<file path="config.mk">
export PLATFORM = sky130hd
export DESIGN_NAME = rocc_lat_acc
export DESIGN_NICKNAME = d
export VERILOG_FILES = /design/src/rtl/rocc_lat_pkg.sv /design/src/rtl/rocc_cmd_fifo.sv /design/src/rtl/rocc_lat_acc.sv
export SDC_FILE = /design/constraint.sdc
export NUM_CORES = 1
export LEC_CHECK = 0
export ABC_CLOCK_PERIOD_IN_PS = 8380
export BUFFER_PORTS_ARGS = -buffer_cell sky130_fd_sc_hd__buf_2
export CAP_MARGIN = 15
export CORE_MARGIN = 4
export CORE_UTILIZATION = 45
export CTS_BUF_LIST = sky130_fd_sc_hd__clkbuf_8 sky130_fd_sc_hd__clkbuf_16
export DETAILED_ROUTE_END_ITERATION = 8
export PLACE_DENSITY = 0.73
export SLEW_MARGIN = 20
export SYNTH_ARGS = -nofsm -noshare
export SYNTH_HDL_FRONTEND = slang
export SYNTH_SLANG_ARGS = --single-unit
</file>
<file path="constraint.sdc">
create_clock -name clock -period 8.38 [get_ports clock]
set_input_delay 0.838 -clock clock [delete_from_list [all_inputs] [get_ports clock]]
set_output_delay 0.838 -clock clock [all_outputs]
set_load 0.03 [all_outputs]
</file>
<file path="src/rtl/rocc_lat_pkg.sv">
// Shared types for the latency-programmable RoCC accelerator: FSM states,
// the SETLAT opcode and the queued-command header layout.
package rocc_lat_pkg;

  typedef enum logic [1:0] {
    ST_IDLE = 2'd0,
    ST_RUN  = 2'd1,
    ST_RESP = 2'd2
  } state_e;

  localparam logic [6:0] SETLAT_FUNCT = 7'h7F;

  // Queued command header; rs1/rs2 follow it in the FIFO entry.
  typedef struct packed {
    logic [6:0] funct;
    logic [4:0] rd;
    logic       xd;
  } cmd_hdr_t;

endpackage

</file>
<file path="src/rtl/rocc_cmd_fifo.sv">
// Synchronous command FIFO with wrap-bit pointers and full/empty flags.
module rocc_cmd_fifo #(
  parameter int unsigned WIDTH = 8,
  parameter int unsigned DEPTH = 4
) (
  input  logic             clock,
  input  logic             reset,
  input  logic             push_i,
  input  logic             pop_i,
  input  logic [WIDTH-1:0] wdata_i,
  output logic [WIDTH-1:0] rdata_c,
  output logic             full_c,
  output logic             empty_c
);

  localparam int unsigned AW = $clog2(DEPTH);

  logic [AW:0]      wr_q;
  logic [AW:0]      rd_q;
  logic [WIDTH-1:0] mem_q [DEPTH];

  always_ff @(posedge clock or negedge reset) begin
    if (!reset) begin
      wr_q <= '0;
      rd_q <= '0;
    end else begin
      if (push_i) wr_q <= wr_q + (AW+1)'(1);
      if (pop_i)  rd_q <= rd_q + (AW+1)'(1);
    end
  end

  // Storage needs no reset; validity is tracked by the pointers.
  always_ff @(posedge clock) begin
    if (push_i) mem_q[wr_q[AW-1:0]] <= wdata_i;
  end

  assign rdata_c = mem_q[rd_q[AW-1:0]];
  assign empty_c = (wr_q == rd_q);
  assign full_c  = (wr_q[AW] != rd_q[AW]) && (wr_q[AW-1:0] == rd_q[AW-1:0]);

endmodule

</file>
<file path="src/rtl/rocc_lat_acc.sv">
// RoCC accelerator with a programmable per-funct latency table: commands are
// queued, executed one at a time for L cycles, and optionally answered.
module rocc_lat_acc
  import rocc_lat_pkg::*;
#(
  parameter int unsigned XLEN        = 64,
  parameter int unsigned FIFO_DEPTH  = 4,
  parameter int unsigned NUM_FUNCT   = 8,
  parameter int unsigned LAT_WIDTH   = 16,
  parameter int unsigned DEFAULT_LAT = 500
) (
  input  logic            clock,
  input  logic            reset,
  input  logic            cmd_valid,
  output logic            cmd_ready,
  input  logic [6:0]      cmd_funct,
  input  logic [4:0]      cmd_rd,
  input  logic            cmd_xd,
  input  logic [XLEN-1:0] cmd_rs1,
  input  logic [XLEN-1:0] cmd_rs2,
  input  logic            resp_ready,
  output logic            resp_valid,
  output logic [4:0]      resp_rd,
  output logic [XLEN-1:0] resp_data,
  output logic            busy
);

  localparam int unsigned IDX_W = (NUM_FUNCT > 1) ? $clog2(NUM_FUNCT) : 1;
  localparam int unsigned HDR_W = $bits(cmd_hdr_t);
  localparam int unsigned ENT_W = HDR_W + 2 * XLEN;

  state_e               state_q;
  logic                 ready_q;
  logic                 xd_q;
  logic [LAT_WIDTH-1:0] cnt_q;
  logic [LAT_WIDTH-1:0] lat_q [NUM_FUNCT];
  logic                 resp_valid_q;
  logic [4:0]           resp_rd_q;
  logic [XLEN-1:0]      resp_data_q;

  logic                 fifo_full;
  logic                 fifo_empty;
  logic                 fifo_push;
  logic                 fifo_pop;
  logic [ENT_W-1:0]     fifo_wdata;
  logic [ENT_W-1:0]     fifo_rdata;

  cmd_hdr_t             head_hdr;
  logic [XLEN-1:0]      head_rs1;
  logic [XLEN-1:0]      head_rs2;
  logic                 is_setlat;
  logic                 set_in_range;
  logic                 funct_in_range;
  logic [IDX_W-1:0]     set_idx;
  logic [IDX_W-1:0]     funct_idx;
  logic [LAT_WIDTH-1:0] eff_lat;
  logic [XLEN-1:0]      result;

  assign cmd_ready  = ready_q && !fifo_full;
  assign fifo_push  = cmd_valid && cmd_ready;
  assign fifo_pop   = (state_q == ST_IDLE) && !fifo_empty;
  assign fifo_wdata = {cmd_funct, cmd_rd, cmd_xd, cmd_rs1, cmd_rs2};
  assign busy       = !fifo_empty || (state_q != ST_IDLE);

  assign resp_valid = resp_valid_q;
  assign resp_rd    = resp_rd_q;
  assign resp_data  = resp_data_q;

  rocc_cmd_fifo #(
    .WIDTH (ENT_W),
    .DEPTH (FIFO_DEPTH)
  ) u_fifo (
    .clock   (clock),
    .reset   (reset),
    .push_i  (fifo_push),
    .pop_i   (fifo_pop),
    .wdata_i (fifo_wdata),
    .rdata_c (fifo_rdata),
    .full_c  (fifo_full),
    .empty_c (fifo_empty)
  );

  // Decode the head entry: effective latency and response payload.
  always_comb begin
    head_hdr       = fifo_rdata[ENT_W-1 -: HDR_W];
    head_rs1       = fifo_rdata[2*XLEN-1 -: XLEN];
    head_rs2       = fifo_rdata[XLEN-1:0];
    is_setlat      = (head_hdr.funct == SETLAT_FUNCT);
    set_in_range   = (head_rs1 < XLEN'(NUM_FUNCT));
    funct_in_range = (32'(head_hdr.funct) < NUM_FUNCT);
    set_idx        = IDX_W'(head_rs1);
    funct_idx      = IDX_W'(head_hdr.funct);
    eff_lat        = funct_in_range ? lat_q[funct_idx] : LAT_WIDTH'(DEFAULT_LAT);
    if (is_setlat) eff_lat = LAT_WIDTH'(1);
    if (eff_lat == '0) eff_lat = LAT_WIDTH'(1);
    if (is_setlat) result = set_in_range ? XLEN'(lat_q[set_idx]) : '0;
    else           result = head_rs1 + head_rs2;
  end

  // Execution FSM; table write and response capture happen at the pop edge.
  always_ff @(posedge clock or negedge reset) begin
    if (!reset) begin
      state_q      <= ST_IDLE;
      ready_q      <= 1'b0;
      xd_q         <= 1'b0;
      cnt_q        <= '0;
      resp_valid_q <= 1'b0;
      resp_rd_q    <= '0;
      resp_data_q  <= '0;
      for (int i = 0; i < NUM_FUNCT; i++) lat_q[i] <= LAT_WIDTH'(DEFAULT_LAT);
    end else begin
      ready_q <= 1'b1;
      case (state_q)
        ST_IDLE: begin
          if (!fifo_empty) begin
            state_q     <= ST_RUN;
            cnt_q       <= eff_lat - LAT_WIDTH'(1);
            xd_q        <= head_hdr.xd;
            resp_rd_q   <= head_hdr.rd;
            resp_data_q <= result;
            if (is_setlat && set_in_range) lat_q[set_idx] <= LAT_WIDTH'(head_rs2);
          end
        end
        ST_RUN: begin
          if (cnt_q == '0) begin
            if (xd_q) begin
              state_q      <= ST_RESP;
              resp_valid_q <= 1'b1;
            end else begin
              state_q <= ST_IDLE;
            end
          end else begin
            cnt_q <= cnt_q - LAT_WIDTH'(1);
          end
        end
        ST_RESP: begin
          if (resp_ready) begin
            state_q      <= ST_IDLE;
            resp_valid_q <= 1'b0;
          end
        end
        default: state_q <= ST_IDLE;
      endcase
    end
  end

endmodule

</file>
==> reports/results.ini <==
[clocking]
clkTransAtPathRegs_ns = 0.06
post_cts_resized = 0
cts_buffer_depth = 3
htreeDepth = 3
ctsRootBufferMaster = clkbuf_16
cts_made_buffers = 80
cts_setup_buffers = 0
numClockSinks = 788
ctsHoldBuffers = 0
clk_latency_ns = 0.65
tritoncts = done

[routing]
wl_per_cell_um = 25.96
antenna_left = 0
drt_pass1_iterations = 6
vias_per_cell = 6.043
drtIter0Drc = 2035
routed_wl_mm = 94.90
vias = 22090
drc = 0

[sta]
max_clock_freq_mhz = 160.4
finalSetupTns_ns = 0
rsz0062_at_grt = no
relSlewSlack_pct = 27.48
hold_viol_final = 0
period_share_pct = 74.39
clock_skew_ns = 0.03075
tightest_slew_ns = 1.088
hold-worst-slack_ns = 0.3112
setup_violations = 0
period_needed_ns = 6.234
finalMaxSlewViolations = 0

[cells_and_area]
multiInputGateArea_um2 = 12570
fin_cells = 3656
fillers = 6398
drive_gt1_share_pct = 29.17
area.growth.synth_to_final_pct = 13.84
regArea_um2 = 22610
final_nets = 2747
final_core_util_pct = 51.56

[place]
gp_congestion = 0.9076
dp_hpwl_mm = 64.62
dpl.cell_count = 3500
numPortBuffers = 216

[power]
p_sw_share_pct = 41.21
p_total_mw = 16.32
power.internal_mw = 9.593
leakage_nw = 15.22
p_sw_mw = 6.725
power_frac_clock_pct = 22.0
power_density_nw_per_um2 = 401.3
power_frac_seq_pct = 31.6
vdd.ir_drop.worst_v = 0.0002861
pwr-share-comb_pct = 46.4

[setup_path]
cp_slowest_cell = dfrtp_4
worstPathCellList = mux2_2, o21ai_2, buf_4, clkinv_1, buf_4, ha_1, a211oi_1, o21ai_0, a31oi_1, a2111oi_0, nor3_1, o21ai_0, a2111o_1, a31oi_1, mux2i_1, nand3_1
path_max_fanout = 55
critical-path-max-stage-delay_ns = 1.06
crit_arrival_ns = 6.75
worstPathRequired_ns = 8.90
worstSetupEndpointType = flip-flop
start_kind = flip-flop
critical_path_class = reg -> reg

[floorplan]
start_util_pct = 45.29
rows = 103
die_area_um2 = 83960
core_um2 = 78870
chipHeight_um = 289.8
io_pins = 217
fp.dieW_um = 289.8

[synth]
synth_fa_ha_area_share_pct = 2.473
synth_nets = 2522
yosysMostFrequentCell = edfxtp_1
muxShareOfSynthArea_pct = 17.59
yosysTopAreaCellShare_pct = 47.41
synthTopCellsByCount = edfxtp_1, dfrtp_1, nand2_1
synthXorXnorAreaFrac_pct = 1.643
synthTopCellsByArea = edfxtp_1, dfrtp_1, mux4_2
synthesis.area_um2 = 35720
synth-compound-area-share_pct = 7.502
yosys_warnings = 0
async_flop_share_pct = 28.43
synth-edff-count = 564
synth_cells = 2307
synth.avg_cell_area_um2 = 15.48
yosysUniqueCellTypes = 83
synth_top_flop_cell = edfxtp_1
yosys_register_bits = 788
synth_top_cell_by_area = edfxtp_1
yosys.area_share.simple_pct = 5.856
yosysSeqAreaShare_pct = 63.27
synth_top_family_by_area = multiplexers

[hold_path]
hold_class = in -> async

[global_routing]
antenna_found_initial = 20
grt_overflow = 0
grt_pass1_vias = 22250
grt_use_total_pct = 22.44
grt_max_degree = 112
grt_pass1_wl_mm = 141.9

[run]
max_cap_violations = 0

[run_status]
outcome = finished clean

==> registers in the layout (all words and copies together), names as in the netlist <==
name / cells
u_fifo.rd_q: 3
cnt_q: 16
state_q: 2
ready_q: 1
u_fifo.wr_q: 3
lat_q: 128
resp_data: 64
u_fifo.mem_q: 564
resp_valid: 1
xd_q: 1
resp_rd: 5
==> worst paths after layout <==
check                                     from  cells after the start  slack, ns                   to
max in group asynchronous                reset                      2       6.61       u_fifo.rd_q[1]
worst min register to register   resp_data[25]                      2       0.47        resp_data[25]
min in group clock                 cmd_rs2[32]                      1       0.40  u_fifo.mem_q[1][32]
worst min-delay path                     reset                      1       0.31         resp_data[1]
worst max-delay path            u_fifo.rd_q[1]                     16       2.15        resp_data[57]
worst max register to register  u_fifo.rd_q[1]                     16       2.15        resp_data[57]
==> cell usage in the layout (no fill, tap or decap), types with 22 or more instances in the layout <==
cell type / Yosys / final
mux2i_1: 88 / 88
clkbuf_16: 0 / 80
o21ai_0: 99 / 99
dfstp_2: 48 / 48
mux4_2: 146 / 146
edfxtp_1: 564 / 564
dfrtp_1: 176 / 174
nor2_1: 89 / 88
buf_2: 15 / 215
xor2_1: 22 / 22
buf_4: 8 / 30
a21o_1: 34 / 34
nor4_1: 23 / 23
a21oi_1: 96 / 96
xnor2_1: 45 / 45
inv_1: 21 / 35
nand2_1: 163 / 163
ha_1: 69 / 69
nor3_1: 23 / 22
mux2_2: 153 / 153
nand3_1: 23 / 23
==> stage by stage <==
step	setup WS (ns)	area [um2]
2_1_floorplan	2.330	35720
3_5_place_dp	2.350	37980
5_1_grt	1.715	40660
6_report	2.146	40670
3_3_place_gp	2.360	37980
4_1_cts	2.284	40650
==> metal layers <==
metal  global-route usage, %  up-vias  part of all wire [%]
met5                       0        -                 0.084
met2                   37.10      980                    49
li1                        -     9591                     -
met1                   29.76    11330                    40
met3                   5.239      183                   8.3
met4                   6.827       12                   2.7
==> power by group through the flow <==
stage / Clock [mW] / Sequential (mW) / Combinational [mW]
global placement: 0 / 5.21 / 7.33
CTS: 3.64 / 5.17 / 7.46
finish: 3.58 / 5.16 / 7.57
global route: 3.81 / 5.22 / 8.11
detailed placement: 0 / 5.24 / 7.42
floorplan: 0 / 5.37 / 5.02
==> worst max-delay path, delay by kind of cell, from the launching register on <==
family                     cells  cell delay (ns)
DFF                            1             1.06
buffers and inverters          3             0.64
adders and majority gates      1             0.31
AOI/OAI and AO/OA              8             2.79
and+or+nand+nor                2             0.64
muxes                          2             0.65
==> layout make-up <==
type / count / area share (%)
Inverter: 23 / 0.2123
Timing Repair Buffer: 250 / 3.434
Tap cell: 1050 / 3.230
Clock inverter: 62 / 1.415
Antenna cell: 7 / 0.04307
Sequential cell: 788 / 55.59
Clock buffer: 87 / 5.160
Multi-Input combinational cell: 1389 / 30.91
==> cells by family after synthesis <==
logic type / Yosys count
simple gates: 434
compound gates: 414
other cells: 1
flops: 788
mux: 403
fa+ha+maj: 70
buf+inv: 130
xor+xnor: 67
(Power assumes the default switching activity.)
